`src/rtl/router_pkg.sv`:
```
// Shared router types and constants: port count, index width, FSM and flit-type encodings.
// No logic; used by the allocators and the input channels.
// Constants only, so no latency or backpressure.
package router_pkg;

  localparam int NUM_IN    = 4;
  localparam int PORT_W    = 2;
  localparam int BUF_DEPTH = 6;

  // Output-port ownership FSM
  typedef enum logic {
    IDLE = 1'b0,
    BUSY = 1'b1
  } alloc_state_t;

  // Flit type field carried in the flit header
  typedef enum logic [1:0] {
    FLIT_HEAD = 2'd0,
    FLIT_BODY = 2'd1,
    FLIT_TAIL = 2'd2
  } flit_type_t;

endpackage

```
`src/rtl/vc_output_allocator_rr_pick.sv`:
```
// Round-robin pick: first requester at or after ptr, as a one-hot grant plus its encoded index.
// Purely combinational, zero latency.
// No backpressure; gnt is all-zero when nothing requests.
module rr_pick
  import router_pkg::*;
(
  input  logic [NUM_IN-1:0] req,
  input  logic [PORT_W-1:0] ptr,
  output logic [NUM_IN-1:0] gnt,
  output logic [PORT_W-1:0] idx
);

  logic [PORT_W-1:0] cand;

  // Walk from the farthest offset back to ptr so the nearest requester is the last to win
  always_comb begin
    gnt  = '0;
    idx  = '0;
    cand = '0;
    for (int k = NUM_IN - 1; k >= 0; k--) begin
      cand = ptr + PORT_W'(k);
      if (req[cand]) begin
        gnt       = '0;
        gnt[cand] = 1'b1;
        idx       = cand;
      end
    end
  end

endmodule

```
`src/rtl/vc_output_allocator.sv`:
```
// Packet-granular round-robin owner of one output port, credit-gated toward the next hop.
// Grant one cycle after req; first pop in the grant cycle; one idle bubble after each tail.
// Stalls (holds ownership, no pop) while the owner FIFO is empty or credits are exhausted.
module vc_output_allocator #(
  parameter int NUM_IN    = router_pkg::NUM_IN,
  parameter int BUF_DEPTH = router_pkg::BUF_DEPTH,
  parameter int CW        = 3
) (
  input  logic              clk,
  input  logic              reset,
  input  logic [NUM_IN-1:0] req,
  input  logic [NUM_IN-1:0] flit_valid,
  input  logic [NUM_IN-1:0] flit_tail,
  input  logic              credit_ret,
  output logic [NUM_IN-1:0] gnt,
  output logic [1:0]        sel,
  output logic [NUM_IN-1:0] flit_pop,
  output logic              out_valid,
  output logic [CW-1:0]     credit_cnt,
  output logic              busy,
  output logic              err_credit
);

  import router_pkg::*;

  alloc_state_t          state, state_nxt;
  logic [PORT_W-1:0]     ptr;
  logic [NUM_IN-1:0]     pick_gnt;
  logic [PORT_W-1:0]     pick_idx;
  logic [NUM_IN-1:0]     sel_oh;
  logic                  xfer;
  logic                  release_own;
  logic                  credit_full;

  rr_pick u_rr_pick (
    .req (req),
    .ptr (ptr),
    .gnt (pick_gnt),
    .idx (pick_idx)
  );

  assign sel_oh      = NUM_IN'(1) << sel;
  assign credit_full = (credit_cnt == CW'(BUF_DEPTH));
  assign xfer        = (state == BUSY) && flit_valid[sel] && (credit_cnt != '0);
  assign release_own = xfer && flit_tail[sel];
  assign flit_pop    = xfer ? sel_oh : '0;
  assign out_valid   = |flit_pop;
  assign busy        = (state == BUSY);

  // Next-state: grab the port on any request, give it back after the tail flit crosses
  always_comb begin
    state_nxt = state;
    case (state)
      IDLE:    if (|req) state_nxt = BUSY;
      BUSY:    if (release_own) state_nxt = IDLE;
      default: state_nxt = IDLE;
    endcase
  end

  // State, round-robin pointer and owner registers; the releasing owner drops to lowest priority
  always_ff @(posedge clk) begin
    if (reset) begin
      state <= IDLE;
      ptr   <= '0;
      gnt   <= '0;
      sel   <= '0;
    end else begin
      state <= state_nxt;
      if (state == IDLE && |req) begin
        gnt <= pick_gnt;
        sel <= pick_idx;
      end else if (release_own) begin
        gnt <= '0;
        ptr <= sel + 2'd1;
      end
    end
  end

  // Downstream credit counter; a return with the counter already full means the peer over-returned
  always_ff @(posedge clk) begin
    if (reset) begin
      credit_cnt <= CW'(BUF_DEPTH);
      err_credit <= 1'b0;
    end else if (xfer && !credit_ret) begin
      credit_cnt <= credit_cnt - 1'b1;
    end else if (credit_ret && !xfer) begin
      if (credit_full) err_credit <= 1'b1;
      else             credit_cnt <= credit_cnt + 1'b1;
    end
  end

endmodule

```
`config.mk`:
```
export PLATFORM = sky130hd
export DESIGN_NAME = vc_output_allocator
export DESIGN_NICKNAME = d
export VERILOG_FILES = /design/src/rtl/router_pkg.sv /design/src/rtl/vc_output_allocator_rr_pick.sv /design/src/rtl/vc_output_allocator.sv
export SDC_FILE = /design/constraint.sdc
export NUM_CORES = 1
export LEC_CHECK = 0
export CAP_MARGIN = 40
export CORE_MARGIN = 3
export CORE_UTILIZATION = 56
export DETAILED_ROUTE_END_ITERATION = 10
export DONT_BUFFER_PORTS = 1
export HOLD_SLACK_MARGIN = 0.02
export PLACE_DENSITY = 0.74
export SYNTH_ARGS = -nofsm -noshare
export SYNTH_HDL_FRONTEND = slang
export SYNTH_SLANG_ARGS = --single-unit
```
`constraint.sdc`:
```
create_clock -name clk -period 2.2 [get_ports clk]
set_clock_uncertainty 0.15 [all_clocks]
set_input_delay 0.22 -clock clk [delete_from_list [all_inputs] [get_ports clk]]
set_output_delay 0.22 -clock clk [all_outputs]
set_load 0.02 [all_outputs]
```
# Yosys cells after proc, flatten, opt, wreduce, memory -nomap -nowiden
# Cells that the tools add are included.
# totals
input_bits	15
elab_cells	84
output_inout_bits	16
regBits	13
# op_classes
n_mux	37
magnitude_cmp	9
reduce_logical	20
addsub	6
eq_ne	2
shift	1
bitwise_logic	3
# op_table
operator	n
$mux 4	7
$lt 2x3->1 const B	5
$bmux 1 s2	6
$mux 1	12
$logic_and 1x1->1	10
$mux 3	3
$demux 1 s2	4
$ge 2x1->1 const B	4
$mux 2	4
$reduce_or 4->1	2
$add 2x1->2 const B	2
$add 2x2->2 const B	2
$reduce_and 2->1	2
$reduce_bool 2->1	2
$shl 1x2->4 const A	1
$add 3x1->3 const B	1
$eq 3x3->1 const B	1
$not 1->1	3
$reduce_and 3->1	1
$reduce_bool 3->1	1
$sub 3x1->3 const B	1
$logic_not 1->1	2
$ne 2x1->1 const B	1
$pmux 1 s2	1

# Depth between registers and ports, before layout
# logic_depth
depth_word	10
mapped_depth	9
ltp_nobuf	9

# By module
# A second synthesis with hierarchy kept.
# hier_totals
hier_cells	133
hier_area_um2	1229.9
# by_module_without_submodules
mod	cells_per_inst	n_inst	seq_area_each_um2	area_per_inst_um2
vc_output_allocator	73	1	260.2	734.5
rr_pick	60	1	0.0	495.5

# Least setup slack after synthesis
# OpenSTA, ideal clock, no wires.
# synth_timing
path_type	reg-to-reg
startpoint	register sel[0]
endpoint	register credit_cnt[2]
slack_ns	-0.255
n_path_buf	0
setup_ns	0.147
path_stages_with_launch	8
arrival_ns	2.158
synth_period_minus_slack_ns	2.455
required_time_ns	1.903
path_cell_list	dfxtp_1 -> mux4_2 -> o311ai_4 -> inv_6 -> ha_1 -> or2_2 -> o21ai_0 -> o311ai_0
# synth_between
elab_chain_cells	8
word_cells_on_any_way	11
cone_classes	1 x eq/ne; 3 x mux; 7 x reduce/logical
# synth_rtl
item	line_no	source
from (decl)	vc_output_allocator.sv:16	output logic [1:0] sel,
from (signal assigned)	vc_output_allocator.sv:71	sel <= pick_idx;
$bmux 1 s2 (*)	vc_output_allocator.sv:44	assign xfer = (state == BUSY) && flit_valid[sel] && (credit_cnt != '0);
$mux 1 (implied by the code) (*)	vc_output_allocator.sv:44	
$logic_and 1x1->1 (*) (2 in series)	vc_output_allocator.sv:44	
$logic_not 1->1	vc_output_allocator.sv:86	end else if (credit_ret && !xfer) begin
$logic_and 1x1->1	vc_output_allocator.sv:86	
$reduce_bool 2->1 (no line)	n/a	
$reduce_and 2->1 (no line)	n/a	
to (signal assigned)	vc_output_allocator.sv:82	credit_cnt <= CW'(BUF_DEPTH);
to (signal assigned)	vc_output_allocator.sv:85	credit_cnt <= credit_cnt - 1'b1;
to (signal assigned)	vc_output_allocator.sv:88	else credit_cnt <= credit_cnt + 1'b1;
to (decl)	vc_output_allocator.sv:19	output logic [CW-1:0] credit_cnt,
# Every way passes the cells marked *; elsewhere a longest branch is shown, timed or not. The select of a mux whose other input is x is not followed.
# A chain may end at the register's enable or synchronous reset.

# Worst setup path in the final report
# layout_timing
startpoint	register sel[0]
endpoint	register credit_cnt[0]
# The elaborated chain is that of the path after synthesis.

==> results.ini <==
[worst_setup_path]
cp_data_arrival_time_ns=2.14
crit_chain=mux4_2 -> o311ai_4 -> inv_6 -> ha_4 -> nor4bb_4 -> or2_4 -> nor2_1 -> a21oi_1 -> nor2_1
worst_setup_path_end_kind=flip-flop
worst-setup-path-type=reg -> reg
cp_slowest_cell=mux4_2
worstPathMaxFanout=3
cp-start-kind=flip-flop
crit_path_frequent_cell=nor2_1
slowest_delay_ns=0.53
required_ns=2.20

[job]
max_cap_viol_count=0

[yosys]
netlist_area_mm2=0.00116
synthTopCellsByArea=dfxtp_1 23%, ha_1 15%, mux4_2 5.8%, nor2_1 5.2%, inv_1 4.9%
ys_seq_elements=13
synth_top_cell_by_area=dfxtp_1
synth-edff-count=0
synth_cell_types=34
yosys-top-cells-count=16 x nor2_1, 15 x inv_1, 14 x ha_1
yosysMostFrequentCell=nor2_1
syn_nets=156
synthArstFlopShare_pct=0
yosysSeqAreaShare_pct=22.5
syn-mean-instance-area_um2=9.18
synth_top_area_share_pct=22.5
synthCells=126
yosysWarnings=0
ys.flop_type=dfxtp_1

[pwr]
vdd_drop_max_mv=0.536
seqPwrFrac_pct=35.9
leakagePower_nw=0.544
p_switching_uw=331
p_int_uw=520
power_frac_comb_pct=46.6
swShare_pct=38.9
powerDensity_mw_per_mm2=632
clock_power_share_pct=17.4

[status]
status=finished clean

[placed_design]
dp_slack_ns=-0.00522
dpl.hpwl_mm=2.23
io_buffers=0
gp_congestion=0.895

[timing]
rsz0062_at_grt=true
drv_slew=0
finalCritPeriodShare_pct=97.0
finalCriticalPeriod_ns=2.14
tightest_slew_ns=0.470
slew-limit-headroom_pct=68.6
setup_viol=0
hold_viol_final=0
fmax_mhz=468
worst_slack_ns=0.0650

[route]
post_drt_wl_per_cell_um=17.0
firstDrtPassIters=4
drt-initial-drc-count=21
vias=1015
viasPerCell=6.08
routed_wl_mm=2.84
ant_nets=0
drc=0

[cells_and_area]
area_growth_pct=16.5
diodes=0
nNetsFinal=173
fin_util_pct=73.2
layout-drive-gt1-share_pct=26.8

[clock_network]
clockRootBuffer=clkbuf_4
cts_buffers=3
cts_buffer_depth=2
clock_latency_ns=0.28
clock-sinks=13
cts_tree=done
htreeDepth=1
clk_pin_slew_worst_paths_ns=0.08

[die]
core_area_mm2=0.00184
pin_count=31
row_count=15
die_w_um=51.4
start_util_pct=62.9
design.die.area_mm2=0.00265
dieHeight_um=51.4

[worst_hold_path]
hold_path.class=in -> reg

[grt]
grt_pass1_wl_mm=4.72
grt_max_degree=13
antenna_found_initial=0
grt_usage_pct=23.8
grt_pass1_vias=1028
grt_overflow=0

-- flip-flops by register name, indices dropped and copies added, names as in the netlist --
| register | cells |
|---|---|
| busy | 1 |
| credit_cnt | 3 |
| err_credit | 1 |
| gnt | 4 |
| ptr | 2 |
| sel | 2 |
-- layout by cell type (no fill, tap or decap), types with 2 or more instances in the layout --
master,n
nor4_1,3
o2bb2ai_1,4
o22ai_1,2
inv_1,15
mux2i_1,5
a21oi_1,3
mux2_2,2
o211ai_1,5
a211oi_1,2
and2_2,4
nand2_1,2
clkbuf_4,3
mux4_2,3
dfxtp_1,11
o21ai_0,9
ha_1,13
buf_4,14
nor2b_1,2
o2111a_1,4
nor2_1,16
-- timing repair --
action                                 CTS  global route
setup buffers                            2             2
resized for setup                        0             3
endpoints found under the hold margin   13             0
hold buffers                             1             0
setup endpoints to repair                1             2
pin swaps                                0             2
cloned                                   0             0
-- power by group through the flow --
stage                     Sequential (mW)  Combinational (mW)  Clock (mW)
after global placement              0.311               0.346           0
after CTS                           0.306               0.369       0.154
after global routing                0.309               0.439       0.164
after detailed placement            0.312               0.356           0
after floorplan                     0.343               0.242           0
final                               0.306               0.397       0.148
-- cell families after synthesis --
logic type      count (synthesis)  share of synthesized area, %
fa+ha+maj                      15                          16.9
flops                          13                          22.5
compound gates                 33                          21.9
xor+xnor                        1                         0.758
mux                            11                          14.4
simple gates                   34                          16.1
buf+inv                        19                          7.47
-- worst max-delay path, delay by kind of cell, from the launching register on --
family                   cells  cell delay (ns)
AO/OA/AOI/OAI                2             0.22
adder cells (fa/ha/maj)      1             0.18
flip-flops                   1             0.36
multiplexers                 1             0.53
AND/OR/NAND/NOR              4             0.53
buffers and inverters        1             0.05
-- metal layers --
layer	up-vias	global-route usage (%)	wire [µm]	part of all wire, %
li1	488	-	-	-
met1	486	30.1	1240	44
met2	37	39.8	1330	47
met3	4	6.71	217	7.6
met4	0	5.68	47	1.7
met5	-	0	0	0
-- worst paths after layout --
path	depth (start not counted)	slack (ns)	startpoint	endpoint
hold / removal	3	0.11	req[2]	busy
hold reg to reg	1	0.42	gnt[3]	gnt[3]
setup / recovery	9	0.06	sel[0]	credit_cnt[0]
setup reg to reg	9	0.06	sel[0]	credit_cnt[0]
-- final cells by class --
type / instances / area [µm²]
tap: 25 / 31.3
timing repair buffer: 15 / 115
clock buffer: 3 / 22.5
sequential: 13 / 265
multi-input combinational: 94 / 842
clock inverter: 1 / 5.00
fill: 155 / 493
inverter: 16 / 65.1
-- per-stage QoR --
| step | power (mW) | instances | area [µm²] | TNS (ns) | hold WS, ns |
|---|---|---|---|---|---|
| after floorplan | 0.585 | 126 | 1190 | 0 | 0.341 |
| after global placement | 0.657 | 158 | 1280 | 0 | 0.138 |
| after detailed placement | 0.667 | 158 | 1280 | -0.00522 | 0.144 |
| after CTS | 0.829 | 165 | 1330 | 0 | 0.110 |
| after global routing | 0.912 | 167 | 1350 | -0.0530 | 0.130 |
| final | 0.851 | 167 | 1350 | 0 | 0.109 |
(Power assumes the default switching activity.)
==> RTL edit 1 (same settings) <==
Change the package constant `NUM_IN` from 4 to 3.
--- a/src/rtl/router_pkg.sv
+++ b/src/rtl/router_pkg.sv
@@ -5,3 +5,3 @@
 
-  localparam int NUM_IN    = 4;
+  localparam int NUM_IN    = 3;
   localparam int PORT_W    = 2;
Interface: changed (5 resized); port bits go from 31 to 26. No check against the original RTL was run, so the function may have changed too.
==> RTL edit 1 against the unedited design <==
Core utilization increased by 4.7 points; combinational power fell by 18%; non-clock buffer count is 6 higher; power fell by 14%; routed wire length shrank 11%; sequential cell count is 1 lower; final area decreased by 6.8%; area after synthesis is 11% lower; worst setup slack got worse by 35 ps; first-iteration DRC count grew 71%; via count fell by 4.4%; sequential share of layout area up 0.34 points.
==> RTL edit 1: results (changes against the unedited design) <==
metric	value	unit	change
critPathSlowestCell	dfxtp_4		
reg2reg_to	credit_cnt[2]		
fill_cells	123		-21%
buffers	21		+6
yosysSeqAreaShare	23.3	%	+0.76 points
holdWs	40.6	ps	-67.9 ps
via_count	970		-4.4%
cp_slowest_stage_delay	360	ps	-170 ps
seq-cell-share	20.0	%	+0.34 points
yosysUniqueCellTypes	44		+29%
placed_area	1150	sq um	-10%
synth_cells	115		-8.7%
multi_input_cells	85		-9.6%
final_cells	159		-4.8%
nonClkBufAreaFrac	13.4	%	+4.8 points
dp.final_hpwl	1900	microns	-15%
inv_count	14		-2
grt_max_degree	17		+4
run_status	finished clean		
power_switching	0.282	mW	-15%
fin_util	77.9	%	+4.7 points
dp_cells	148		-6.3%
postCtsSetupBuffers	0		-2
synthTopCellsByArea	dfxtp_1, ha_1, inv_1		
clkCellAreaFrac	1.79	%	-0.25 points
peakVddDrop	0.000441	V	-18%
avgRoutedWirePerCell	15.9	microns	-6.8%
cts_hold_buffers	4		+3
multi_input_area_share	58.2	%	-4.3 points
syn_nets	139		-11%
layout-drive-gt1-share	30.4	%	+3.6 points
yosys-top-cells-count	inv_1, dfxtp_1, ha_1		
dp_slack	28.9	ps	+34.1 ps
worstHoldEndpoint	sel[1]		
RTL edit 1: power by group through the flow:
stage	clock network, mW	logic (mW)	registers, mW
after floorplan	0	0.196	0.309
after global placement	0	0.284	0.281
after detailed placement	0	0.296	0.282
after CTS	0.136	0.306	0.277
after global routing	0.148	0.357	0.283
final	0.130	0.326	0.279
RTL edit 1: worst max path at each step:
| stage | start | endpoint | slack [ps] | depth (start not counted) |
|---|---|---|---|---|
| 3_3_place_gp | sel[0] | credit_cnt[2] | 100 | 9 |
| 6_report | sel[0] | credit_cnt[2] | 30 | 9 |
| 3_5_place_dp | sel[0] | credit_cnt[2] | 30 | 9 |
| 5_1_grt | sel[0] | credit_cnt[1] | -30 | 7 |
| 2_1_floorplan | credit_cnt[2] | credit_cnt[2] | -7 | 8 |
| 4_1_cts | sel[0] | credit_cnt[2] | 7 | 9 |
RTL edit 1: logic make-up (layout without fill, tap and decap cells):
group | count (synthesis) | in the layout | synth area share [%]
fa+ha+maj | 12 | 12 | 15.3
compound gates | 35 | 35 | 26.5
simple gates | 31 | 31 | 18.3
xor+xnor | 1 | 1 | 0.849
buf+inv | 18 | 38 | 9.09
mux | 6 | 6 | 6.67
flops | 12 | 12 | 23.3
RTL edit 1: critical path: cells and delay by family (launching register included):
family                   cells  cell delay (ps)
buffers and inverters        1               60
multiplexers                 1              200
adder cells (fa/ha/maj)      2              550
AND/OR/NAND/NOR              1              140
AO/OA/AOI/OAI                3              430
XOR/XNOR                     1              160
flip-flops                   1              360
RTL edit 1: per-layer routing:
layer	track usage (%)	vias up	wire length [microns]
li1	-	477	-
met1	28.6	446	1120
met2	34.6	43	1140
met3	6.42	4	243
met4	7.11	0	21
met5	0	-	0
==> RTL edit 2 (config.mk and constraints unchanged) <==
Made on the original files. Put one more register stage on the output `err_credit`, with the module's reset. The value now appears one clock later. The other outputs are not delayed to match.
--- a/src/rtl/vc_output_allocator.sv
+++ b/src/rtl/vc_output_allocator.sv
@@ -24,2 +24,4 @@
   import router_pkg::*;
+
+  logic err_credit_s0;
 
@@ -82,3 +84,3 @@
       credit_cnt <= CW'(BUF_DEPTH);
-      err_credit <= 1'b0;
+      err_credit_s0 <= 1'b0;
     end else if (xfer && !credit_ret) begin
@@ -86,4 +88,12 @@
     end else if (credit_ret && !xfer) begin
-      if (credit_full) err_credit <= 1'b1;
+      if (credit_full) err_credit_s0 <= 1'b1;
       else             credit_cnt <= credit_cnt + 1'b1;
+    end
+  end
+
+  always_ff @(posedge clk) begin
+    if (reset) begin
+      err_credit <= '0;
+    end else begin
+      err_credit <= err_credit_s0;
     end
Check against the original RTL: not equivalent (Yosys sat finds a counterexample within 4 cycles, from zero or initial values and one cycle with reset high).
==> RTL edit 2 against the unedited design <==
Largest cell class unchanged; final area is 8.4% higher; via count is 0.20% lower; routed wire length is 3.9% lower; worst setup slack worse by 56 ps; sequential cell count is 1 higher; highest routed layer unchanged; count of clock-buffer cells in the layout is 1 higher; area after synthesis is 5.5% higher; sequential share of layout area is 0.063 points lower; power is 18% higher.
==> RTL edit 2: results (changes against the unedited design) <==
metric	value	unit	change
critPathSlowestCell	mux4_2		
placed_area	1380	sq um	+7.8%
drt_iter0_markers	4		-81%
p_leak	0.586	nW	+7.6%
avgRoutedWirePerCell	15.4	microns	-9.3%
grt_pass1_wl	4660	microns	-1.3%
n_clock_buffer	4		+1
vias_per_cell	5.72		-5.8%
routed_wl	2730	microns	-3.9%
multi_input_cells	98		+4.3%
path_delay_family	simple AND/OR/NAND/NOR gates		
cp.arrival	2190	ps	+50 ps
hold_start	credit_ret		
htree_levels	1		unchanged
regToRegSetupSlack	9	ps	-60 ps
yosys-top-cells-count	inv_1, dfxtp_1, ha_1, nor2_1, o21ai_0		
multi_input_area	897	sq um	+6.5%
numCtsBuffers	3		unchanged
layout-drive-gt1-share	28.0	%	+1.2 points
synth_compound_area_share	22.2	%	+0.29 points
grt_max_degree	11		-2
crit_required	2200	ps	about the same
dp.final_hpwl	2170	microns	-3.0%
holdWs	106	ps	-2.38 ps
muxShareOfSynthArea	15.3	%	+0.89 points
synthAdderAreaFrac	16.0	%	-0.88 points
yosysSeqAreaShare	23.0	%	+0.46 points
areaGrowthSynthToFinish	19.6	%	
dp_slack	-68.6	ps	-63.4 ps
inv_count	16		unchanged
ff_latch_area	287	sq um	+8.0%
cts_tree	done		
synthTopCellsByArea	dfxtp_1, ha_1, mux2i_1		
grt_usage	22.3	%	-1.6 points
n_sequential_cell	14		+1
fill_cells	153		-1.3%
fin_nets	181		+4.6%
buffers	18		+3
critical_path_class	flop to flop		
nonClkBufAreaFrac	9.61	%	+1.1 points
peakVddDrop	0.000638	V	+19%
clk_pin_slew	90	ps	
syn_avg_cell_area	9.31	sq um	+1.5%
reg2regPathDepth	9		unchanged
run_status	finished clean		
worstHoldEndpoint	err_credit_s0		
dp_cells	168		+6.3%
syn_nets	161		+3.2%
synthXorXnorAreaFrac	0.718	%	-0.040 points
grt_pass1_vias	1042		+1.4%
max_slew_margin	70.2	%	+1.6 points
yosysUniqueCellTypes	36		+5.9%
gp_congestion	0.764		-15%
clkCellAreaFrac	2.49	%	+0.44 points
antenna_cells	0		unchanged
cp_slowest_stage_delay	530	ps	about the same
crit_fanout	4		+1
reg_top3	gnt: 4 flops, credit_cnt: 3 flops		
## RTL edit 2: power breakdown
group | internal [mW] | switching, mW | leakage (nW)
Clock | 0.101 | 0.0810 | 0.0210
Combinational | 0.232 | 0.256 | 0.448
Sequential | 0.293 | 0.0429 | 0.117
Total | 0.625 | 0.380 | 0.586
## RTL edit 2: timing repair
action,CTS,global route
gates cloned,0,0
setup endpoints to repair,2,3
pin swaps,0,4
setup buffers,2,1
hold endpoints to repair,14,0
hold buffers,2,0
gates resized for setup,2,2
## RTL edit 2: layer usage
layer | GRT usage [%] | part of all wire [%] | vias up | routed length, microns
li1 | - | - | 517 | -
met1 | 26.7 | 44 | 466 | 1200
met2 | 39.3 | 50 | 26 | 1370
met3 | 5.70 | 5.5 | 4 | 150
met4 | 5.11 | 0.70 | 0 | 19
met5 | 0 | 0 | - | 0
## RTL edit 2: worst min-delay path, stage by stage
cell,delay (ps)
ha_1,140
a21oi_1,60
nor2_1,70
